File: src/rtl/block_mem_arbiter.sv
// block_mem_arbiter
//   Arbitrates NUM_PORTS cache ports onto one downstream block memory.
//   Exactly one transaction is outstanding. The FSM moves IDLE -> BUSY -> RESP -> IDLE.
//   In IDLE a winner is chosen and its request is latched.
//   BUSY drives the memory strobe until the matching completion arrives.
//   RESP pulses the winner's req_ready (read) or req_done (write) for one cycle.
//
// Parameters
//   NUM_PORTS   requesting ports, 2..8
//   ADDR_WIDTH  block-address width
//   BLOCK_BITS  block data width
//   FIXED_PRIO  0: round-robin from last_grant+1; 1: lowest index wins
//
// Ports
//   clock, reset              rising-edge clock, synchronous active-high reset
//   req_ren / req_wen         per-port read / write request (ren+wen => write)
//   req_block_address         per-port address, port i at [i*ADDR_WIDTH +: ADDR_WIDTH]
//   req_din                   per-port write data, packed like the address
//   req_ready / req_done      one-cycle read-valid / write-complete pulse to the winner
//   req_dout                  shared read data, holds the last captured block
//   mem_ren / mem_wen         downstream strobes, high only in BUSY
//   mem_block_address/mem_din downstream address / write data (latched)
//   mem_ready / mem_done      downstream read-valid / write-complete
//   mem_dout                  downstream read data
module block_mem_arbiter #(
  parameter int unsigned NUM_PORTS  = 2,
  parameter int unsigned ADDR_WIDTH = 16,
  parameter int unsigned BLOCK_BITS = 256,
  parameter int unsigned FIXED_PRIO = 0
) (
  input  logic                             clock,
  input  logic                             reset,
  input  logic [NUM_PORTS-1:0]             req_ren,
  input  logic [NUM_PORTS-1:0]             req_wen,
  input  logic [NUM_PORTS*ADDR_WIDTH-1:0]  req_block_address,
  input  logic [NUM_PORTS*BLOCK_BITS-1:0]  req_din,
  output logic [NUM_PORTS-1:0]             req_ready,
  output logic [NUM_PORTS-1:0]             req_done,
  output logic [BLOCK_BITS-1:0]            req_dout,
  output logic                             mem_ren,
  output logic                             mem_wen,
  output logic [ADDR_WIDTH-1:0]            mem_block_address,
  output logic [BLOCK_BITS-1:0]            mem_din,
  input  logic                             mem_ready,
  input  logic                             mem_done,
  input  logic [BLOCK_BITS-1:0]            mem_dout
);

  localparam int unsigned GW = (NUM_PORTS > 1) ? $clog2(NUM_PORTS) : 1;

  typedef enum logic [1:0] {
    IDLE = 2'd0,
    BUSY = 2'd1,
    RESP = 2'd2
  } state_t;

  state_t                  state;
  state_t                  state_nxt;
  logic [NUM_PORTS-1:0]    req_any;
  logic [GW-1:0]           last_grant;
  logic [GW-1:0]           grant;
  logic [GW-1:0]           win_idx;
  logic [GW-1:0]           rr_idx;
  logic                    win_found;
  logic                    op_write;
  logic [ADDR_WIDTH-1:0]   addr_q;
  logic [BLOCK_BITS-1:0]   din_q;
  logic [BLOCK_BITS-1:0]   dout_q;

  assign req_any = req_ren | req_wen;

  // Winner selection. Round-robin scans offsets 1..NUM_PORTS from last_grant.
  // The final offset wraps back to last_grant itself, so a lone requester is always found.
  always_comb begin
    win_found = 1'b0;
    win_idx   = '0;
    rr_idx    = '0;
    if (FIXED_PRIO != 0) begin
      for (int unsigned k = 0; k < NUM_PORTS; k++) begin
        if (!win_found && req_any[k]) begin
          win_found = 1'b1;
          win_idx   = GW'(k);
        end
      end
    end else begin
      for (int unsigned k = 1; k <= NUM_PORTS; k++) begin
        rr_idx = GW'((32'(last_grant) + k) % NUM_PORTS);
        if (!win_found && req_any[rr_idx]) begin
          win_found = 1'b1;
          win_idx   = rr_idx;
        end
      end
    end
  end

  always_ff @(posedge clock) begin
    if (reset) begin
      state <= IDLE;
    end else begin
      state <= state_nxt;
    end
  end

  always_comb begin
    state_nxt = state;
    mem_ren   = 1'b0;
    mem_wen   = 1'b0;
    req_ready = '0;
    req_done  = '0;
    case (state)
      IDLE: begin
        if (win_found) begin
          state_nxt = BUSY;
        end
      end
      BUSY: begin
        mem_ren = !op_write;
        mem_wen = op_write;
        // Only the completion matching the latched operation is honoured.
        if (op_write ? mem_done : mem_ready) begin
          state_nxt = RESP;
        end
      end
      RESP: begin
        if (op_write) begin
          req_done[grant] = 1'b1;
        end else begin
          req_ready[grant] = 1'b1;
        end
        state_nxt = IDLE;
      end
      default: state_nxt = IDLE;
    endcase
  end

  always_ff @(posedge clock) begin
    if (reset) begin
      last_grant <= GW'(NUM_PORTS - 1);
      grant      <= '0;
      op_write   <= 1'b0;
      addr_q     <= '0;
      din_q      <= '0;
      dout_q     <= '0;
    end else begin
      if (state == IDLE && win_found) begin
        grant      <= win_idx;
        last_grant <= win_idx;
        op_write   <= req_wen[win_idx];
        addr_q     <= req_block_address[win_idx*ADDR_WIDTH +: ADDR_WIDTH];
        din_q      <= req_din[win_idx*BLOCK_BITS +: BLOCK_BITS];
      end
      if (state == BUSY && !op_write && mem_ready) begin
        dout_q <= mem_dout;
      end
    end
  end

  assign mem_block_address = addr_q;
  assign mem_din           = din_q;
  assign req_dout          = dout_q;

endmodule
File: config.mk
export PLATFORM = sky130hd
export DESIGN_NAME = block_mem_arbiter
export DESIGN_NICKNAME = d
export VERILOG_FILES = /design/src/rtl/block_mem_arbiter.sv
export SDC_FILE = /design/constraint.sdc
export NUM_CORES = 1
export LEC_CHECK = 0
export CORE_AREA = 2 2 527 529
export DETAILED_ROUTE_END_ITERATION = 8
export DIE_AREA = 0 0 529 531
export PLACE_DENSITY = 0.31
export SETUP_SLACK_MARGIN = 0.02
export SYNTH_ARGS = -nofsm -noshare
export SYNTH_HDL_FRONTEND = slang
export SYNTH_SLANG_ARGS = --single-unit
File: constraint.sdc
create_clock -name clock -period 2 [get_ports clock]
set_input_delay 0.4 -clock clock [delete_from_list [all_inputs] [get_ports clock]]
set_output_delay 0.4 -clock clock [all_outputs]
set_load 0.05 [all_outputs]
==> impl_metrics.ini, run 1 <==
[outcome]
outcome = complete, but fails checks
violations = setup timing

[routing]
drtPass1Iterations = 5
drc = 0
drtAntennaViolNets = 0
first_iter_violations = 1394
via_count = 27900
avgRoutedWirePerCell_um = 26.9
vias_per_cell = 3.57
routed_wl_mm = 210

[logic_synthesis]
synth_top_area_share = 0.450
yosys_warnings = 0
synth_nets = 3560
synth_commonest_cells = dfxtp_1 (533), a21oi_1 (531), nand2_1 (515), nand3_1 (273), o21ai_0 (273)
synth_ff_type = dfxtp_1
synth_cells = 2752
synth_area_leaders = dfxtp_1 (45%), a311oi_2 (17%), a21oi_1 (11%)
synth.distinct_cells = 28
postSynth.asyncResetShare = 0
syn_area_per_cell_um2 = 8.62
synth_most_common_cell = dfxtp_1
netlist_area_mm2 = 0.0237
yosysSeqAreaShare = 0.450
synth_top_area_cell = dfxtp_1
synth_seq_cells = 533
synth_edf_count = 0

[die]
die_h_um = 531
die_w_um = 529
core_area_mm2 = 0.275
io_pins = 1342
num_rows = 193
dieArea_mm2 = 0.281
start_util = 0.0862

[global_routing]
grt_overflow = 0
grt_pass1_wl_mm = 271
grt_max_degree = 76
met2_usage = 0.248
grt_util_met1 = 0.162
grt_busiest_layer = met2
grt_antenna_before_repair = 111
grtUsageMet3 = 0.0563
first_global_vias = 28700
grt.total_usage = 0.142

[sta]
layout_min_cycle_time_ns = 2.21
slew_viol_final = 0
fin_ws_ns = -0.207
finalSetupViolations = 18
fin_skew_ns = 0.0498
slew_headroom = 0.545
worstMarginPinSlew_ns = 0.682
setup_tns_ns = -1.04
rsz0062_at_grt = yes
max_freq_ghz = 0.453
finalCritPeriodShare = 1.10
timing.hold.ws_ns = 0.226
hold_viol_final = 0

[finish]
final_cells = 7829
fin_nets = 4948
drive_above_1_share = 0.311
area_growth_syn_to_layout_pct = 93.5

[clocking]
clock_sinks = 533
cts_tree = built
cts_root_buffer = clkbuf_16
cts_inserted_buffers = 78
clock_latency_ns = 0.71
cts_hold_buf = 0
cts_buffer_depth = 3
cts.clk_slew.worst_paths_ns = 0.06
htreeDepth = 3

[power_and_ir_drop]
cellLeakagePower_nw = 15.8
ir_drop_uv = 675
p_per_area_mw_per_mm2 = 892

[placed_design]
dpl.cell_count = 7638
dp_slack_ns = -0.487
place_congestion = 0.840
numPortBuffers = 1341
hpwl_mm = 172

[worst_setup_path]
cp_slowest_stage_delay_ns = 0.34
crit_fanout = 4
path_cells = buf_6, nor2b_4, nand2_1, nor2_1, buf_4, buf_12
reg2reg_slack_ns = -0.03
r2r_end = req_dout[173]$_SDFFE_PP0P_
rr_startpoint = state[1]$_SDFFE_PP0P_
crit_family = buffers and inverters
crit_type = flop to output pin
crit_path_end_kind = output pin
reg2reg_depth = 11
critPathLaunchType = flop
cp_slowest_cell = dfxtp_2
critPathBufInv = 3
cp.arrival_ns = 1.81
cp_data_required_time_ns = 1.60

[hold_path]
min_to = req_dout[250]$_SDFFE_PP0P_
hold_path.startpoint = mem_dout[250]
min-delay-path-class = input port to flop
whs_path_depth = 3

[job]
cap_violations = 0
## metal layers
metal  vias to the layer above  part of all wire
li1                      12800                 -
met3                       271             0.093
met1                     13500              0.39
met4                        64             0.021
met2                      1237              0.49
met5                         -            0.0020
## how the worst max path moves through the flow
stage / start / to / slack (ns) / cells past startpoint
after floorplan: req_wen[0] / mem_din[176]$_SDFFE_PP0P_ / 0.18 / 6
after global placement: req_wen[0] / mem_din[225]$_SDFFE_PP0P_ / -0.54 / 5
after detailed placement: req_wen[0] / mem_din[225]$_SDFFE_PP0P_ / -0.49 / 5
after CTS: state[0]$_SDFFE_PP0P_ / req_done[0] / -0.31 / 6
after global routing: state[1]$_SDFFE_PP0P_ / req_done[0] / -0.32 / 6
final: state[1]$_SDFFE_PP0P_ / req_done[0] / -0.21 / 6
## cells in the final DEF (no fill, tap or decap), types with 4 or more instances in the layout
cell type	instances
o21ai_0	273
diode_2	28
buf_6	12
a311oi_2	270
nand2_4	14
a21oi_1	495
clkbuf_16	85
dfxtp_2	6
buf_4	551
nor2_4	4
buf_16	5
a21oi_2	36
nand2_1	478
nand3_1	273
clkbuf_8	13
dfxtp_1	525
nand2_2	23
clkdlybuf4s15_2	179
clkdlybuf4s50_1	806
inv_16	4
clkbuf_1	27
buf_12	69
buf_8	7
## metrics by stage
| step | power [mW] | utilization | area (um^2) |
|---|---|---|---|
| 2_1_floorplan | 20.2 | - | 23700 |
| 6_report | 41.0 | 0.167 | 45900 |
| 4_1_cts | 41.6 | 0.164 | 45100 |
| 3_3_place_gp | 27.0 | 0.153 | 42200 |
| 3_5_place_dp | 27.0 | 0.153 | 42200 |
| 5_1_grt | 42.8 | 0.167 | 45900 |
## repair_timing
action / in CTS / in global routing
gates resized for setup: 575 / 118
setup endpoints to repair: 232 / 175
pin swaps: 4 / 26
cloned: 2 / 7
setup buffers: 5 / 16
## layout make-up
type	instances	area, um^2
Clock inverter	16	278
Antenna cell	28	70.1
Sequential cell	533	10700
Fill cell	31000	229000
Inverter	1	3.75
Timing Repair Buffer	1638	16200
Tap cell	3607	4510
Clock buffer	118	2230
Multi-Input combinational cell	1888	12000
## worst reg2reg max path, cell delays in order (launching register included)
cell and delay [ns]:
dfxtp_2 0.33, buf_6 0.11, buf_4 0.13, buf_6 0.11, nor4bb_4 0.32, buf_12 0.16, buf_12 0.15, buf_8 0.17
clkbuf_16 0.19, buf_4 0.13, nand2_1 0.04, a21oi_1 0.11
## cell families (layout without fill, tap and decap cells)
family / count (synthesis) / count (layout) / share of synthesized area
AOI/OAI and AO/OA: 1081 / 1081 / 0.343
and+or+nand+nor: 806 / 806 / 0.144
DFF: 533 / 533 / 0.450
buffers and inverters: 331 / 1773 / 0.0632
muxes: 1 / 1 / 0.000422
other: 0 / 28 / 0
## power by group
group | switching (mW) | internal [mW]
registers | 0.780 | 11.7
clock network | 6.08 | 8.04
logic | 9.07 | 5.28
total | 15.9 | 25.0
## registers in the layout, summed over array words and instances (netlist names)
name and flops:
mem_din 256, req_dout 256, mem_block_address 16, grant 1, op_write 1, last_grant 1
state 2
No activity file was read; power rests on OpenSTA's default activity.
==> run 2, diff against run 1 <==
ABC_AREA = 1   (was unset)
CORE_AREA = 2 2 523 525   (was 2 2 527 529)
DIE_AREA = 0 0 525 527   (was 0 0 529 531)
SKIP_LAST_GASP = 1   (was unset)
==> impl_metrics.ini, run 2 <==
[logic_synthesis]
synth_nets = 4323
synth_ff_type = dfxtp_1
synth_top_area_share = 0.456
synth_edf_count = 0
synth_commonest_cells = nand2_1 (553), inv_1 (550), nand3_1 (548), dfxtp_1 (533), nor2_1 (520)
synth_top_area_cell = dfxtp_1
syn_area_per_cell_um2 = 6.65
synth_area_leaders = dfxtp_1 (46%), nand3_1 (12%), nand2_1 (8.9%)
synth_cells = 3515
yosysSeqAreaShare = 0.456
yosys_warnings = 0
postSynth.asyncResetShare = 0
synth_seq_cells = 533
synth.distinct_cells = 19
netlist_area_mm2 = 0.0234
synth_most_common_cell = nand2_1

[die]
dieArea_mm2 = 0.277
start_util = 0.0861
die_w_um = 525
num_rows = 192
core_area_mm2 = 0.272
io_pins = 1342
die_h_um = 527

[global_routing]
grt_max_degree = 93
grt_pass1_wl_mm = 265
grt_util_met1 = 0.168
grt_overflow = 0
met2_usage = 0.222
grt_busiest_layer = met2
grt_antenna_before_repair = 111
grt.total_usage = 0.140
grtUsageMet3 = 0.0688
first_global_vias = 28600

[worst_setup_path]
crit_type = flop to output pin
reg2reg_depth = 8
cp.arrival_ns = 1.65
r2r_end = req_dout[128]$_SDFFE_PP0P_
cp_data_required_time_ns = 1.60
rr_startpoint = state[0]$_SDFFE_PP0P_
crit_path_end_kind = output pin
reg2reg_slack_ns = 0.16
critPathLaunchType = flop
crit_fanout = 2

[routing]
first_iter_violations = 1557
drtPass1Iterations = 5
vias_per_cell = 3.34
routed_wl_mm = 202
drc = 0
drtAntennaViolNets = 0
via_count = 28600
avgRoutedWirePerCell_um = 23.5

[sta]
worstMarginPinSlew_ns = 0.653
layout_min_cycle_time_ns = 2.05
setup_tns_ns = -0.217
fin_ws_ns = -0.0486
finalCritPeriodShare = 1.02
slew_viol_final = 0
fin_skew_ns = 0.0943
hold_viol_final = 0
slew_headroom = 0.565
rsz0062_at_grt = yes
finalSetupViolations = 6
max_freq_ghz = 0.488

[finish]
final_cell_area_mm2 = 0.0447
final_cell_mix = clkdlybuf4s50_1 (806), nand2_1 (551), nand3_1 (548), inv_1 (547), buf_4 (535)
final_cells = 8577
drive_above_1_share = 0.182
fin_nets = 5696
area_growth_syn_to_layout_pct = 90.9
final_common_cell = clkdlybuf4s50_1
fin_util = 0.164
fillers = 31100

[power_and_ir_drop]
combPwrFrac = 0.378
intPower_mw = 26.7
cellLeakagePower_nw = 19.7
switching_share = 0.412
pwr-share-clk = 0.335
p_per_area_mw_per_mm2 = 1020
power_switching_mw = 18.7
seqPwrFrac = 0.287
ir_drop_uv = 647
finalPower_mw = 45.4

[clocking]
cts_tree = built
clock_latency_ns = 0.75
clock_sinks = 533
htreeDepth = 3
cts.clk_slew.worst_paths_ns = 0.06
cts_inserted_buffers = 80
cts_buffer_depth = 3
cts_root_buffer = clkbuf_16

[outcome]
outcome = complete, but fails checks
violations = setup timing

[placed_design]
dpl.cell_count = 8393
dpl_cell_area_mm2 = 0.0416
numPortBuffers = 1341
hpwl_mm = 168
place_congestion = 0.907

[job]
cap_violations = 0

[hold_path]
whs_path_depth = 4
min-delay-path-class = input port to flop
hold_path.startpoint = reset
min_to = mem_din[101]$_SDFFE_PP0P_
run 2: cell types whose count changed in the layout (fill, tap and decap cells not counted), moves of 36 or more:
cell / previous run / this run
nor2_1: 2 / 518
inv_1: 1 / 547
a311oi_2: 270 / 0
clkdlybuf4s15_2: 179 / 116
a21oi_1: 495 / 275
nand2_1: 478 / 551
o21ai_0: 273 / 234
nand3_1: 273 / 548
a21oi_2: 36 / 0
run 2: metal layers:
layer / wire length, um / part of all wire
met1: 82000 / 0.41
met2: 89400 / 0.44
met4: 4800 / 0.024
met3: 24800 / 0.12
met5: 498 / 0.0025
run 2: how the worst max path moves through the flow:
| stage | depth (start not counted) | endpoint | startpoint | slack (ns) |
|---|---|---|---|---|
| finish | 5 | mem_wen | state[0]$_SDFFE_PP0P_ | -0.05 |
| global route | 3 | req_ready[0] | op_write$_SDFFE_PP0P_ | -0.18 |
| CTS | 5 | mem_wen | state[0]$_SDFFE_PP0P_ | -0.23 |
| detailed placement | 11 | mem_din[157]$_SDFFE_PP0P_ | req_wen[1] | -0.42 |
| global placement | 11 | mem_din[157]$_SDFFE_PP0P_ | req_wen[1] | -0.42 |
| floorplan | 2 | req_done[0] | op_write$_SDFFE_PP0P_ | 0.03 |
run 2: timing repair:
| item | CTS | global route |
|---|---|---|
| endpoints found under the hold margin | 0 | 0 |
| gates resized for setup | 536 | 5 |
| endpoints found under the setup margin | 166 | 8 |
| hold buffers | 0 | 0 |
| buffers inserted | 3 | 0 |
| pin swaps | 6 | 3 |
run 2: worst max-delay path, cell delays in order (launching register included):
cell and delay, ns:
dfxtp_2 0.32, inv_2 0.06, nor2_4 0.14, inv_2 0.08
nor2_4 0.15, buf_12 0.16
run 2: cell type report:
cell class,count,area (um^2),share of cell area
Sequential cell,533,10700,0.239
Clock inverter,23,452,0.0101
Inverter,555,2120,0.0474
Antenna cell,43,108,0.00241
Clock buffer,116,2320,0.0519
Multi-Input combinational cell,2162,9600,0.215
Timing Repair Buffer,1556,14900,0.333
Tap cell,3589,4490,0.101
run 2: power groups by stage:
stage | registers (mW) | logic [mW] | clock network [mW]
floorplan | 17.8 | 4.42 | 0
global placement | 13.2 | 17.6 | 0
detailed placement | 13.3 | 17.5 | 0
CTS | 13.1 | 17.5 | 15.9
global route | 13.2 | 18.3 | 16.3
finish | 13.0 | 17.2 | 15.2
run 2: cell families (layout without fill, tap and decap cells):
logic type / Yosys count / in the layout / share of synthesized area
AOI/OAI and AO/OA: 533 / 533 / 0.114
buffers and inverters: 820 / 2250 / 0.138
DFF: 533 / 533 / 0.456
other: 0 / 43 / 0
and+or+nand+nor: 1629 / 1629 / 0.292
run 2: metrics by stage:
step,hold slack [ns],worst slack (ns)
floorplan,0.447,0.0343
finish,0.0844,-0.0486
CTS,0.0395,-0.231
global placement,0.465,-0.423
detailed placement,0.473,-0.423
global route,0.0276,-0.183
